`config.mk`:
```
export PLATFORM = sky130hd
export DESIGN_NAME = ns_demux1h
export DESIGN_NICKNAME = d
export VERILOG_FILES = /design/src/rtl/ns_pkg.sv /design/src/rtl/ns_skid_buf.sv /design/src/rtl/ns_demux1h.sv
export SDC_FILE = /design/constraint.sdc
export NUM_CORES = 1
export LEC_CHECK = 0
export CAP_MARGIN = 20
export CELL_PAD_IN_SITES_DETAIL_PLACEMENT = 1
export CELL_PAD_IN_SITES_GLOBAL_PLACEMENT = 1
export CORE_MARGIN = 2
export CORE_UTILIZATION = 38
export DETAILED_ROUTE_END_ITERATION = 12
export HOLD_SLACK_MARGIN = 0.03
export PLACE_DENSITY = 0.84
export SYNTH_ARGS = -nofsm -noshare
export SYNTH_HDL_FRONTEND = slang
export SYNTH_SLANG_ARGS = --single-unit
```
`constraint.sdc`:
```
create_clock -name clk -period 2.1 [get_ports clk]
set_input_delay 0.42 -clock clk [delete_from_list [all_inputs] [get_ports clk]]
set_output_delay 0.42 -clock clk [all_outputs]
set_load 0.03 [all_outputs]
```
`src/rtl/ns_pkg.sv`:
```
// rtl/ns_pkg.sv - shared beat type and one-hot helper for the ns_* mux/demux family
package ns_pkg;

    localparam int NS_DATA_W      = 3;
    localparam int NS_SEL_W       = 8;
    localparam int NS_ONEHOT_MAXW = 64;

    typedef struct packed {
        logic [NS_DATA_W-1:0] data;
        logic [NS_SEL_W-1:0]  sel;
    } ns_beat_t;

    // Callers zero-extend narrower selects; zero-extension preserves one-hotness.
    function automatic logic ns_is_onehot(input logic [NS_ONEHOT_MAXW-1:0] v);
        return (v != '0) && ((v & (v - NS_ONEHOT_MAXW'(1))) == '0);
    endfunction

endpackage

```
`src/rtl/ns_skid_buf.sv`:
```
// rtl/ns_skid_buf.sv - generic 2-entry valid/ready skid buffer with registered outputs
module ns_skid_buf #(
    parameter int WIDTH = 8
) (
    input  logic             clk,
    input  logic             rst_n,
    input  logic             i_valid,
    output logic             o_ready,
    input  logic [WIDTH-1:0] i_data,
    output logic             o_valid,
    input  logic             i_ready,
    output logic [WIDTH-1:0] o_data
);

    logic             r_m_vld;
    logic [WIDTH-1:0] r_m_data;
    logic             r_s_vld;
    logic [WIDTH-1:0] r_s_data;
    logic             w_in_fire;
    logic             w_out_fire;

    // Ready looks only at the skid flag, so there is no path from i_ready.
    assign o_ready    = ~r_s_vld;
    assign w_in_fire  = i_valid & o_ready;
    assign w_out_fire = r_m_vld & i_ready;
    assign o_valid    = r_m_vld;
    assign o_data     = r_m_data;

    always_ff @(posedge clk or negedge rst_n) begin
        if (!rst_n) begin
            r_m_vld  <= 1'b0;
            r_m_data <= '0;
            r_s_vld  <= 1'b0;
            r_s_data <= '0;
        end else if (!r_m_vld) begin
            if (w_in_fire) begin
                r_m_vld  <= 1'b1;
                r_m_data <= i_data;
            end
        end else if (w_out_fire) begin
            if (r_s_vld) begin
                r_m_data <= r_s_data;
                r_s_vld  <= 1'b0;
            end else if (w_in_fire) begin
                r_m_data <= i_data;
            end else begin
                r_m_vld  <= 1'b0;
            end
        end else if (w_in_fire) begin
            r_s_vld  <= 1'b1;
            r_s_data <= i_data;
        end
    end

endmodule

```
`src/rtl/ns_demux1h.sv`:
```
// rtl/ns_demux1h.sv - registered one-hot demultiplexer with illegal-select filtering
module ns_demux1h
    import ns_pkg::*;
#(
    parameter int DATA_WIDTH = NS_DATA_W,
    parameter int SEL_WIDTH  = NS_SEL_W,
    parameter int CNT_WIDTH  = 8
) (
    input  logic                  clk,
    input  logic                  rst_n,
    input  logic                  in_valid,
    output logic                  in_ready,
    input  logic [DATA_WIDTH-1:0] in_data,
    input  logic [SEL_WIDTH-1:0]  in_sel,
    output logic [SEL_WIDTH-1:0]  out_valid,
    input  logic [SEL_WIDTH-1:0]  out_ready,
    output logic [DATA_WIDTH-1:0] out_data,
    output logic                  err_pulse,
    output logic [CNT_WIDTH-1:0]  err_cnt
);

    localparam int PAY_W = DATA_WIDTH + SEL_WIDTH;

    logic [NS_ONEHOT_MAXW-1:0] w_sel_ext;
    logic                      w_legal;
    logic                      w_in_fire;
    logic                      w_drop;
    logic                      w_m_vld;
    logic                      w_out_accept;
    logic [PAY_W-1:0]          w_m_pay;
    logic [DATA_WIDTH-1:0]     w_m_data;
    logic [SEL_WIDTH-1:0]      w_m_sel;
    logic                      r_err_pulse;
    logic [CNT_WIDTH-1:0]      r_err_cnt;

    always_comb begin
        w_sel_ext                = '0;
        w_sel_ext[SEL_WIDTH-1:0] = in_sel;
    end

    assign w_legal   = ns_is_onehot(w_sel_ext);
    assign w_in_fire = in_valid & in_ready;
    // Illegal beats complete the handshake but are never offered to the buffer.
    assign w_drop    = w_in_fire & ~w_legal;

    ns_skid_buf #(
        .WIDTH (PAY_W)
    ) u_skid (
        .clk     (clk),
        .rst_n   (rst_n),
        .i_valid (in_valid & w_legal),
        .o_ready (in_ready),
        .i_data  ({in_data, in_sel}),
        .o_valid (w_m_vld),
        .i_ready (w_out_accept),
        .o_data  (w_m_pay)
    );

    assign {w_m_data, w_m_sel} = w_m_pay;
    assign out_valid           = w_m_vld ? w_m_sel : '0;
    assign out_data            = w_m_data;
    // Ready bits of non-selected channels are masked out by out_valid.
    assign w_out_accept        = |(out_valid & out_ready);

    always_ff @(posedge clk or negedge rst_n) begin
        if (!rst_n) begin
            r_err_pulse <= 1'b0;
            r_err_cnt   <= '0;
        end else begin
            r_err_pulse <= w_drop;
            if (w_drop && !(&r_err_cnt)) begin
                r_err_cnt <= r_err_cnt + CNT_WIDTH'(1);
            end
        end
    end

    assign err_pulse = r_err_pulse;
    assign err_cnt   = r_err_cnt;

endmodule

```
# After elaboration in Yosys (flattened, before gate mapping)
# Index checks and enable logic that the tools add are counted.
# op_classes
addsub	2
eq_ne	1
mux	11
n_bitwise	10
n_reduce_logical	10
# ops
operator	n
bitwise AND 8 x 64 -> 64 bit	1
zero test 64 bit	1
nonzero test 64 bit	1
two-way mux 11 bit	4
subtractor 8 x 1 -> 9 bit, second input constant	1
adder 8 x 1 -> 8 bit, second input constant	1
bitwise AND 8 bit	1
two-way mux 8 bit	1
AND reduction 8 bit	1
OR reduction 8 bit	1
two-way mux 1 bit	6
bitwise AND 1 bit	5
NOT 1 bit	3
AND reduction 3 bit	1
logical AND 1 bit	2
inequality test 2 bit, second input constant	1
AND reduction 2 bit	1
nonzero test 2 bit	1
zero test 1 bit	1
# totals
register_bits	33
inputBits	22

# Depth between registers and ports, before layout
# depth
word_depth	10
mapped_depth	7

# By module
# A second synthesis with hierarchy kept.
# hier_totals
hier_cells	134
hier_area_um2	1729.2
# by_module_without_submodules
module	instances	cells_per_inst	area_per_inst_um2	seq_area_each_um2
ns_skid_buf	1	71	1106.1	600.6
ns_demux1h	1	63	623.1	225.2

# Worst setup path after synthesis
# OpenSTA, ideal clock, no wires.
# synth_timing
path_kind	input to register
startpoint	input port in_sel[3]
endpoint	register u_skid.r_s_data[10]
setup_time_ns	0.125
arrival_ns	1.821
path_slack_ns	0.154
path_stages	6
path_cell_list	nor4_2 -> nor4bb_1 -> or2_2 -> nand4_2 -> buf_6 -> mux2_4
# synth_via
elab_chain_len	7
elab_cells_between_ends	8
cone_classes	1 x add/sub; 3 x bitwise; 4 x reduce/logical
# synth_rtl
element	line	rtl
start, declared	ns_demux1h.sv:14	input logic [SEL_WIDTH-1:0] in_sel,
subtractor 8 x 1 -> 9 bit	ns_pkg.sv:15	return (v != '0) && ((v & (v - NS_ONEHOT_MAXW'(1))) == '0);
bitwise AND 8 x 64 -> 64 bit	ns_pkg.sv:15	
zero test 64 bit	ns_pkg.sv:15	
logical AND 1 bit *	ns_pkg.sv:15	
bitwise AND 1 bit *	ns_demux1h.sv:51	.i_valid (in_valid & w_legal),
bitwise AND 1 bit *	ns_skid_buf.sv:24	assign w_in_fire = i_valid & o_ready;
AND reduction 3 bit (no source line) *	n/a	
end signal, assigned	ns_skid_buf.sv:51	r_s_data <= i_data;
end, declared	ns_skid_buf.sv:18	logic [WIDTH-1:0] r_s_data;
# Every way passes the cells marked *; elsewhere a longest branch is shown, timed or not.
# A chain may end at the register's enable or synchronous reset.

# Worst setup path in the final report
# layout_timing
startpoint	input port in_sel[3]
endpoint	register u_skid.r_s_data[8]
# Same word-level chain as after synthesis.

==> metrics <==
drt wl/cell 19.7 um; Slew Limit Fails 0; commonest non-fill, non-tap cells in the layout dfrtp_1, clkdlybuf4s50_1, buf_4, o22a_1, o21a_1; post-route ant nets 0; wire length on met2 ~2600 um; met3 WL between 150 and 200 um; Reg clk slew, reported paths about 60 ps; Worst Hold Class reg -> reg; setup violators final 0; top cell family by delay on the critical path simple AND/OR/NAND/NOR gates; synthesized instance count 139; RSZ-0062 raised after global routing yes; Slowest Stage Delay on Critical Path 320 ps; DR pass1 iterations 4; top cell type's share of synthesized area 0.498; PwrDens 884 mW/mm2; first-pass GRT wire length 8200 um; worst path arrival time 2230 ps; top routing layer used met4; Layout area overhead 45.9%; gr ovfl total 0; diode count 0; Sink Count 33; Critical Path End u_skid.r_s_data[8]; sequential area share after synthesis 0.498; Via density ~5.5; crit-path cells dlygate4sd2_1 > nor4_2 > buf_4 > nand4b_1 > nand4_1 > or2_4 > nand4_2 > buf_12 > mux2_4; register area 827 um2; clock skew 9.78 ps; Root Buffer clkbuf_8; CTS tree built; I/O pin cnt 43; Crit Path Category in -> reg; Die Area 0.00491 mm2; fraction of layout cells with a size suffix above 1 0.257; area leader, netlist dfrtp_1; Fin. Hold Viols 0; dpl cell area 0.00227 mm2; hold_sp u_skid.o_data[10]; Worst Tran Pin Value about 430 ps; Critical path origin in_sel[3]; cell count along the critical path 9; die width 70.1 um; area used by multi-input combinational logic 822 um2; endpoint of the worst register-to-register path u_skid.o_data[3]; hold path cells 1; Crit path buffers/inverters 3; largest net degree at the start of global routing 34; Synth area leaders dfrtp_1, mux2_4, o22a_1, o21a_1, and2_1; Die Y 70.1 um; vias in the first global route approximately 1600; GP Congestion 0.783; commonest non-fill, non-tap cell in the layout dfrtp_1; Crit path required time 2270 ps; wl on met1 2090 um; DRC viols 0; Starting DRT DRC Count 37; Post-DP HPWL around 3500 um; R2R Path Start u_skid.o_data[1]; Cell Rows 24; crit path time final 2060 ps; port buffer count 42; CORE AREA 0.00426 mm2; Bufs on Longest Clock Path 2; Skew-Pair Late Insertion Delay between 200 and 300 ps; maximum vdd drop between 0.0005 and 0.0006 V; average cell area after synthesis 11.9 um2; CTS Buf Count 5; max_slew headroom 0.715; fillers 447; Startpoint Class input pin; crit path capture type register; Mapped Area 0.00166 mm2; Lkg Pwr 1.23 nW; via count 1388; H-tree levels 2; Ys Warns 0; WL final about 5000 um; status completed; Max Cap Violations 0; worst hold slack between 400 and 500 ps; crit share post-route 0.982; initial antenna violation count 0; Design Area, Final 0.00242 mm2; Syn Nets 162; nets 225; GRT Util Overall 0.218; Max Fclk 0.485 GHz; slowest CP cell dlygate4sd2_1; critical path fanouts, max 11; starting density of the core 0.389; Netlist cell types 32; R2R Setup Slk around 320 ps; post-synthesis sequential element count 33; reg2reg path depth 7
==> layer usage <==
metal,up-vias,global-route usage
met1,706,0.261
met3,11,0.0534
met5,-,0
met4,0,0.0791
met2,29,0.379
li1,642,-
==> final cells by class <==
type,instances,share of cell area
timing repair buffer,64,0.254
inverter,1,0.00155
sequential,33,0.342
multi-input combinational,97,0.340
tap,52,0.0269
clock buffer,7,0.0357
==> worst min path at each step <==
stage                              to
finish              u_skid.o_data[10]
global route        u_skid.o_data[10]
CTS                 u_skid.o_data[10]
detailed placement  u_skid.o_data[10]
global placement    u_skid.o_data[10]
floorplan                  err_cnt[0]
==> stage by stage <==
stage	util	setup WS (ps)	instances	total power [mW]	TNS, ps
2_1_floorplan	-	154	139	1.32	0
3_3_place_gp	0.533	-379	247	1.60	-10470
3_5_place_dp	0.533	-471	247	1.65	-13080
4_1_cts	0.559	18.8	254	2.15	0
5_1_grt	0.567	-4.68	254	2.25	-11.4
6_report	0.567	38.5	254	2.14	0
==> cells in the mapped netlist <==
cell type	instances
a211oi_1	2
a21oi_1	1
a22oi_1	4
a31oi_1	3
and2_1	8
and3_1	4
and4_1	2
buf_2	1
buf_4	3
buf_6	1
clkbuf_1	3
dfrtp_1	33
ha_1	1
inv_1	1
mux2_1	1
mux2_2	2
mux2_4	10
nand2_1	3
nand2b_1	1
nand3_1	2
nand4_1	6
nand4_2	1
nand4b_1	4
nor2_1	6
nor2b_1	3
nor4_2	1
nor4bb_1	1
o21a_1	11
o21ai_0	3
o22a_1	11
or2_2	1
xnor2_1	5
==> state kept, by name, summed over array words and instances (netlist names) <==
register / cells
err_cnt: 8
err_pulse: 1
u_skid.o_data: 11
u_skid.o_valid: 1
u_skid.r_s_data: 11
u_skid.r_s_vld: 1
==> what timing repair did <==
item	CTS	global route
gates resized for setup	12	16
hold endpoints to repair	0	0
pin swaps	1	4
buffers inserted	0	0
hold buffers	0	0
setup endpoints to repair	37	31
==> power by group <==
part	switching, mW	total [mW]	internal (mW)
sequential	0.150	0.933	0.783
combinational	0.367	0.719	0.352
clock	0.226	0.486	0.260
==> kinds of logic after synthesis <==
group | count (synthesis) | share of synthesized area
AND/OR/NAND/NOR | 43 | 0.166
AO/OA/AOI/OAI | 35 | 0.158
flip-flops | 33 | 0.498
multiplexers | 13 | 0.111
buffers and inverters | 9 | 0.0324
XOR/XNOR | 5 | 0.0264
adder cells (fa/ha/maj) | 1 | 0.00755
(Power assumes the default switching activity.)
